===== src/rtl/riscv_div_unit.sv =====
// Iterative RV32M divider (DIV/DIVU/REM/REMU), radix-2 restoring, one quotient bit per cycle.
module riscv_div_unit #(
  parameter int unsigned DATA_WIDTH = 32
) (
  input  logic                  clk,
  input  logic                  reset,
  input  logic                  Start_i,
  input  logic [1:0]            Div_Op_i,
  input  logic [DATA_WIDTH-1:0] A_i,
  input  logic [DATA_WIDTH-1:0] B_i,
  input  logic                  Flush_i,
  output logic                  Busy_o,
  output logic                  Done_o,
  output logic [DATA_WIDTH-1:0] Result_o
);

  localparam int unsigned W     = DATA_WIDTH;
  localparam int unsigned CNT_W = (W > 1) ? $clog2(W) : 1;

  typedef enum logic [1:0] {
    S_IDLE = 2'd0,
    S_CALC = 2'd1,
    S_DONE = 2'd2
  } state_e;

  localparam logic [W-1:0] MIN_INT  = {1'b1, {(W-1){1'b0}}};
  localparam logic [W-1:0] ALL_ONES = {W{1'b1}};

  state_e           state_q, state_d;
  logic [CNT_W-1:0] cnt_q, cnt_d;
  logic [W:0]       rem_q, rem_d;
  logic [W-1:0]     quo_q, quo_d;
  logic [W-1:0]     dvs_q, dvs_d;
  logic             neg_quo_q, neg_quo_d;
  logic             neg_rem_q, neg_rem_d;
  logic             is_rem_q, is_rem_d;
  logic [W-1:0]     result_q, result_d;
  logic             busy_q, busy_d;
  logic             done_q, done_d;

  // Operand decode and one restoring-division step
  logic             signed_op, rem_op, a_neg, b_neg, div_zero, overflow;
  logic [W-1:0]     a_abs, b_abs, special_val;
  logic [W+1:0]     trial;
  logic [W:0]       rem_nxt;
  logic [W-1:0]     quo_nxt, fin_quo, fin_rem;

  // Next-state, datapath and output computation
  always_comb begin
    state_d   = state_q;
    cnt_d     = cnt_q;
    rem_d     = rem_q;
    quo_d     = quo_q;
    dvs_d     = dvs_q;
    neg_quo_d = neg_quo_q;
    neg_rem_d = neg_rem_q;
    is_rem_d  = is_rem_q;
    result_d  = result_q;

    signed_op = ~Div_Op_i[0];
    rem_op    = Div_Op_i[1];
    a_neg     = signed_op & A_i[W-1];
    b_neg     = signed_op & B_i[W-1];
    a_abs     = a_neg ? W'(-A_i) : A_i;
    b_abs     = b_neg ? W'(-B_i) : B_i;
    div_zero  = (B_i == '0);
    overflow  = signed_op && (A_i == MIN_INT) && (B_i == ALL_ONES);
    if (div_zero) begin
      special_val = rem_op ? A_i : ALL_ONES;
    end else begin
      special_val = rem_op ? '0 : MIN_INT;
    end

    // Shift in next dividend bit and trial-subtract the divisor
    trial = {rem_q, quo_q[W-1]} - {2'b00, dvs_q};
    if (trial[W+1]) begin
      rem_nxt = {rem_q[W-1:0], quo_q[W-1]};
      quo_nxt = {quo_q[W-2:0], 1'b0};
    end else begin
      rem_nxt = trial[W:0];
      quo_nxt = {quo_q[W-2:0], 1'b1};
    end
    fin_quo = neg_quo_q ? W'(-quo_nxt) : quo_nxt;
    fin_rem = neg_rem_q ? W'(-rem_nxt[W-1:0]) : rem_nxt[W-1:0];

    case (state_q)
      S_IDLE, S_DONE: begin
        state_d = S_IDLE;
        if (Start_i) begin
          if (div_zero || overflow) begin
            state_d  = S_DONE;
            result_d = special_val;
          end else begin
            state_d   = S_CALC;
            cnt_d     = CNT_W'(W - 1);
            rem_d     = '0;
            quo_d     = a_abs;
            dvs_d     = b_abs;
            neg_quo_d = a_neg ^ b_neg;
            neg_rem_d = a_neg;
            is_rem_d  = rem_op;
          end
        end
      end
      S_CALC: begin
        rem_d = rem_nxt;
        quo_d = quo_nxt;
        cnt_d = CNT_W'(cnt_q - 1'b1);
        if (cnt_q == '0) begin
          state_d  = S_DONE;
          cnt_d    = '0;
          result_d = is_rem_q ? fin_rem : fin_quo;
        end
      end
      default: state_d = S_IDLE;
    endcase

    // Flush aborts without touching the visible result
    if (Flush_i) begin
      state_d  = S_IDLE;
      cnt_d    = '0;
      result_d = result_q;
    end

    busy_d = (state_d == S_CALC);
    done_d = (state_d == S_DONE);
  end

  // State and datapath registers with synchronous active-low reset
  always_ff @(posedge clk) begin
    if (!reset) begin
      state_q   <= S_IDLE;
      cnt_q     <= '0;
      rem_q     <= '0;
      quo_q     <= '0;
      dvs_q     <= '0;
      neg_quo_q <= 1'b0;
      neg_rem_q <= 1'b0;
      is_rem_q  <= 1'b0;
      result_q  <= '0;
      busy_q    <= 1'b0;
      done_q    <= 1'b0;
    end else begin
      state_q   <= state_d;
      cnt_q     <= cnt_d;
      rem_q     <= rem_d;
      quo_q     <= quo_d;
      dvs_q     <= dvs_d;
      neg_quo_q <= neg_quo_d;
      neg_rem_q <= neg_rem_d;
      is_rem_q  <= is_rem_d;
      result_q  <= result_d;
      busy_q    <= busy_d;
      done_q    <= done_d;
    end
  end

  assign Busy_o   = busy_q;
  assign Done_o   = done_q;
  assign Result_o = result_q;

endmodule


===== config.mk =====
export PLATFORM = sky130hd
export DESIGN_NAME = riscv_div_unit
export DESIGN_NICKNAME = d
export VERILOG_FILES = /design/src/rtl/riscv_div_unit.sv
export SDC_FILE = /design/constraint.sdc
export NUM_CORES = 1
export LEC_CHECK = 0
export BUFFER_PORTS_ARGS = -buffer_cell sky130_fd_sc_hd__buf_2
export CORE_UTILIZATION = 55
export CTS_CLUSTER_DIAMETER = 50
export DETAILED_ROUTE_END_ITERATION = 16
export PLACE_DENSITY = 0.71
export SLEW_MARGIN = 0
export SYNTH_ARGS = -nofsm -noshare
export SYNTH_HDL_FRONTEND = slang
export SYNTH_SLANG_ARGS = --single-unit
export TNS_END_PERCENT = 30

===== constraint.sdc =====
create_clock -name clk -period 4.7 [get_ports clk]
set_input_delay 0.47 -clock clk [delete_from_list [all_inputs] [get_ports clk]]
set_output_delay 0.47 -clock clk [all_outputs]
set_load 0.1 [all_outputs]

==> impl_metrics.json <==
{
  "status": "finished, final reports clean",
  "async_reset_ff_share_pct": 0,
  "netlist_instances": 1544,
  "number_of_sinks_on_the_clock_net": 141,
  "synth_simple_gate_area_share_pct": 20.4,
  "initial_utilization_pct": 56.5,
  "syn-cell-area_sq_mm": 0.0115,
  "wirelength_mm": 39.1,
  "hold_path.class": "primary input to register",
  "grt_pass1_wl_mm": 61.0,
  "timing.setup.tns_ns": 0,
  "grt.total_usage_pct": 36.3,
  "dominant_combinational_cell_family_by_area_after_synthesis": "compound AO/OA/AOI/OAI gates",
  "cts_root_buf": "sky130_fd_sc_hd__clkbuf_16",
  "cts_htree_levels": 4,
  "post-cts-setup-buffer-count": 0,
  "layoutNonFillerInstCount": 1885,
  "share_comb_of_total_power_pct": 23.9,
  "total_vias_in_the_final_route": 12100,
  "post_synth_mux_area_share_pct": 3.54,
  "cts_buffers": 17,
  "seq_total_area_yosys_pct": 24.4,
  "synth-edff-count": 0,
  "critical_path.max_fanout": 18,
  "synth_compound_area_share_pct": 30.9,
  "ant_nets": 0,
  "synth_xor_area_share_pct": 10.2,
  "die_height_um": 147,
  "drt_drc_violations_left": 0,
  "num_io_pins": 104,
  "hold-worst-slack_ns": 0.347,
  "area_growth_syn_to_layout_pct": 10.7,
  "syn_area_per_cell_sq_um": 7.48,
  "ys_warn_count": 0,
  "tritoncts": "yes",
  "fp.coreArea_sq_mm": 0.0204,
  "placed_cells_incl_taps": 1853,
  "first_iter_violations": 1169,
  "count_of_hold_fix_buffers_inserted_at_cts": 0,
  "antenna-diode-count": 0,
  "hold_violation_count_in_the_final_report": 0,
  "mostFrequentLayoutCells": "sky130_fd_sc_hd__nor2_1, sky130_fd_sc_hd__a21oi_1, sky130_fd_sc_hd__dfxtp_1",
  "clockPowerShare_pct": 38.6,
  "timing.final.setup_violations": 0,
  "final_period_minus_worst_setup_slack_ns": 4.44,
  "firstDrtPassIters": 5,
  "io_buffer_count": 103,
  "gp_congestion": 0.931,
  "seqPwrFrac_pct": 37.6,
  "synth_seq_cells": 141,
  "clk_pin_slew_ns": 0.07,
  "antenna_violations_before_repair": 1,
  "post_cts_sizing": 0,
  "drv.max_cap_violation_count": 0,
  "internal_power_w": 0.00224,
  "globalRouteOverflowTotal": 0,
  "grt_max_degree": 56,
  "worst_pin_slew_ns": 1.17,
  "reported_leakage_power_nw": 4.89,
  "setup.worst_path.class": "register to register",
  "layout.nets": 1711,
  "netlist-cell-type-count": 98,
  "synthesis.nets": 1653,
  "arrival_ns": 4.75,
  "yosys_most_used_dff": "sky130_fd_sc_hd__dfxtp_1",
  "yosys.area_share.adder_pct": 4.29,
  "grt_pass1_vias": 10900,
  "die_w_um": 147,
  "period_utilisation_layout_pct": 94.4,
  "max_freq_ghz": 0.225,
  "critical_path.startpoint_type": "register",
  "maxSlewViolCount": 0,
  "clk_path_buf_depth": 2,
  "drive_gt1_share_pct": 14.3,
  "unrepaired_setup_endpoints_after_global_routing": "false",
  "timing.clock.skew_ns": 0.0107,
  "die_area_sq_mm": 0.0216,
  "routedWlPerCell_um": 20.7,
  "power.density_cell_area_mw_per_mm2": 273,
  "post-layout-total-power_w": 0.00349,
  "insertion_delay_ns": 0.44,
  "number_of_cell_rows": 52,
  "crit_required_ns": 5.02,
  "detailedPlacementHpwl_mm": 29.7,
  "critical_path.endpoint_type": "register",
  "avgViaCountPerCell": 6.40,
  "maxSlewHeadroom_pct": 21.9,
  "net_switching_share_of_the_total_power_pct": 35.8,
  "layout.cells.most_common": "sky130_fd_sc_hd__nor2_1",
  "worst_case_vdd_ir_drop_v": 0.000191,
  "net-switching-power_w": 0.00125
}
[power groups by stage]
stage | clock network (W) | registers [W] | logic, W
after global placement | 0 | 0.00133 | 0.000805
final | 0.00135 | 0.00131 | 0.000834
after detailed placement | 0 | 0.00134 | 0.000811
after floorplan | 0 | 0.00137 | 0.000545
after CTS | 0.00136 | 0.00131 | 0.000815
after global routing | 0.00142 | 0.00132 | 0.000908
[final timing paths]
check | cells after the start | slack [ns] | startpoint | to
min reg2reg | 1 | 0.47 | cnt_q[3]$_SDFFE_PP0P_ | cnt_q[3]$_SDFFE_PP0P_
max | 18 | 0.26 | dvs_q[26]$_SDFFE_PN0P_ | Result_o[30]$_SDFFE_PN0P_
max reg2reg | 18 | 0.26 | dvs_q[26]$_SDFFE_PN0P_ | Result_o[30]$_SDFFE_PN0P_
min | 3 | 0.35 | B_i[0] | dvs_q[0]$_SDFFE_PN0P_
[logic make-up (layout without fill, tap and decap cells)]
family,after synthesis,count (layout)
AOI/OAI and AO/OA,545,545
and+or+nand+nor,488,488
buffers and inverters,157,228
DFF,141,141
xor gates and xnor gates,135,135
adders and majority gates,39,39
muxes,39,39
[metal layers]
layer / global-route usage (%) / vias to the layer above / part of all wire [%]
met5: 0 / - / 0.028
met4: 14.3 / 2 / 3.4
met3: 8.51 / 98 / 10
li1: - / 5776 / -
met1: 51.3 / 5575 / 45
met2: 52.8 / 610 / 41
[per-stage QoR]
step | util (%) | setup slack, ns | cell area, sq um
after floorplan | - | 0.346 | 11500
after detailed placement | 59.7 | 0.288 | 12200
after global routing | 62.5 | 0.00910 | 12800
final | 62.5 | 0.264 | 12800
after CTS | 62.5 | 0.233 | 12800
after global placement | 59.7 | 0.458 | 12200
[cell usage after synthesis (8+ instances only)]
cell type	n	area [sq um]
sky130_fd_sc_hd__a21o_1	8	60.1
sky130_fd_sc_hd__and4_1	8	70.1
sky130_fd_sc_hd__dfxtp_1	141	2820
sky130_fd_sc_hd__nand2_1	139	522
sky130_fd_sc_hd__a211oi_1	49	368
sky130_fd_sc_hd__xor2_1	65	569
sky130_fd_sc_hd__or3_1	17	106
sky130_fd_sc_hd__o21ai_0	108	541
sky130_fd_sc_hd__a31oi_1	18	113
sky130_fd_sc_hd__o21ai_1	8	40.0
sky130_fd_sc_hd__buf_2	14	70.1
sky130_fd_sc_hd__a22oi_1	24	180
sky130_fd_sc_hd__ha_1	38	475
sky130_fd_sc_hd__nand4_1	15	93.8
sky130_fd_sc_hd__nor4_1	11	68.8
sky130_fd_sc_hd__nand3b_1	8	60.1
sky130_fd_sc_hd__nor2_1	176	661
sky130_fd_sc_hd__xnor2_1	70	613
sky130_fd_sc_hd__or4_1	10	75.1
sky130_fd_sc_hd__nor3_1	22	110
sky130_fd_sc_hd__o211ai_1	28	210
sky130_fd_sc_hd__o41ai_1	16	140
sky130_fd_sc_hd__o22a_1	14	123
sky130_fd_sc_hd__o31ai_1	31	233
sky130_fd_sc_hd__mux2i_1	30	300
sky130_fd_sc_hd__clkbuf_1	65	244
sky130_fd_sc_hd__nand3_1	23	115
sky130_fd_sc_hd__a21oi_1	164	821
sky130_fd_sc_hd__nor2b_1	10	62.6
sky130_fd_sc_hd__inv_1	58	218
[cell type report]
cell class / instances / area [sq um]
tap: 270 / 338
clock inverter: 15 / 144
multi-input combinational: 1246 / 8040
fill: 1941 / 7650
clock buffer: 17 / 425
sequential: 141 / 2820
timing repair buffer: 135 / 768
inverter: 61 / 235
[sequential cells by signal, summed over array words and instances, names as in the netlist]
signal,flops
Busy_o,1
Done_o,1
quo_q,32
Result_o,32
dvs_q,32
state_q,2
rem_q,33
cnt_q,5
is_rem_q,1
neg_rem_q,1
neg_quo_q,1
[worst max-delay path, cell delays in order, from the launching register on]
cell	delay [ns]
sky130_fd_sc_hd__dfxtp_1	0.33
sky130_fd_sc_hd__inv_1	0.04
sky130_fd_sc_hd__ha_1	0.37
sky130_fd_sc_hd__a21oi_2	0.23
sky130_fd_sc_hd__o21ai_1	0.15
sky130_fd_sc_hd__a211oi_2	0.20
sky130_fd_sc_hd__o31ai_1	0.14
sky130_fd_sc_hd__or4_4	0.54
sky130_fd_sc_hd__and2_4	0.21
sky130_fd_sc_hd__inv_6	0.13
sky130_fd_sc_hd__nor2_1	0.05
sky130_fd_sc_hd__a21oi_1	0.18
sky130_fd_sc_hd__ha_2	0.25
sky130_fd_sc_hd__nand4_1	0.09
sky130_fd_sc_hd__mux2_4	0.36
sky130_fd_sc_hd__or4_1	0.58
sky130_fd_sc_hd__o31ai_2	0.24
sky130_fd_sc_hd__xnor2_1	0.15
sky130_fd_sc_hd__o21ai_1	0.07
Power figures use the tool's default switching activity.
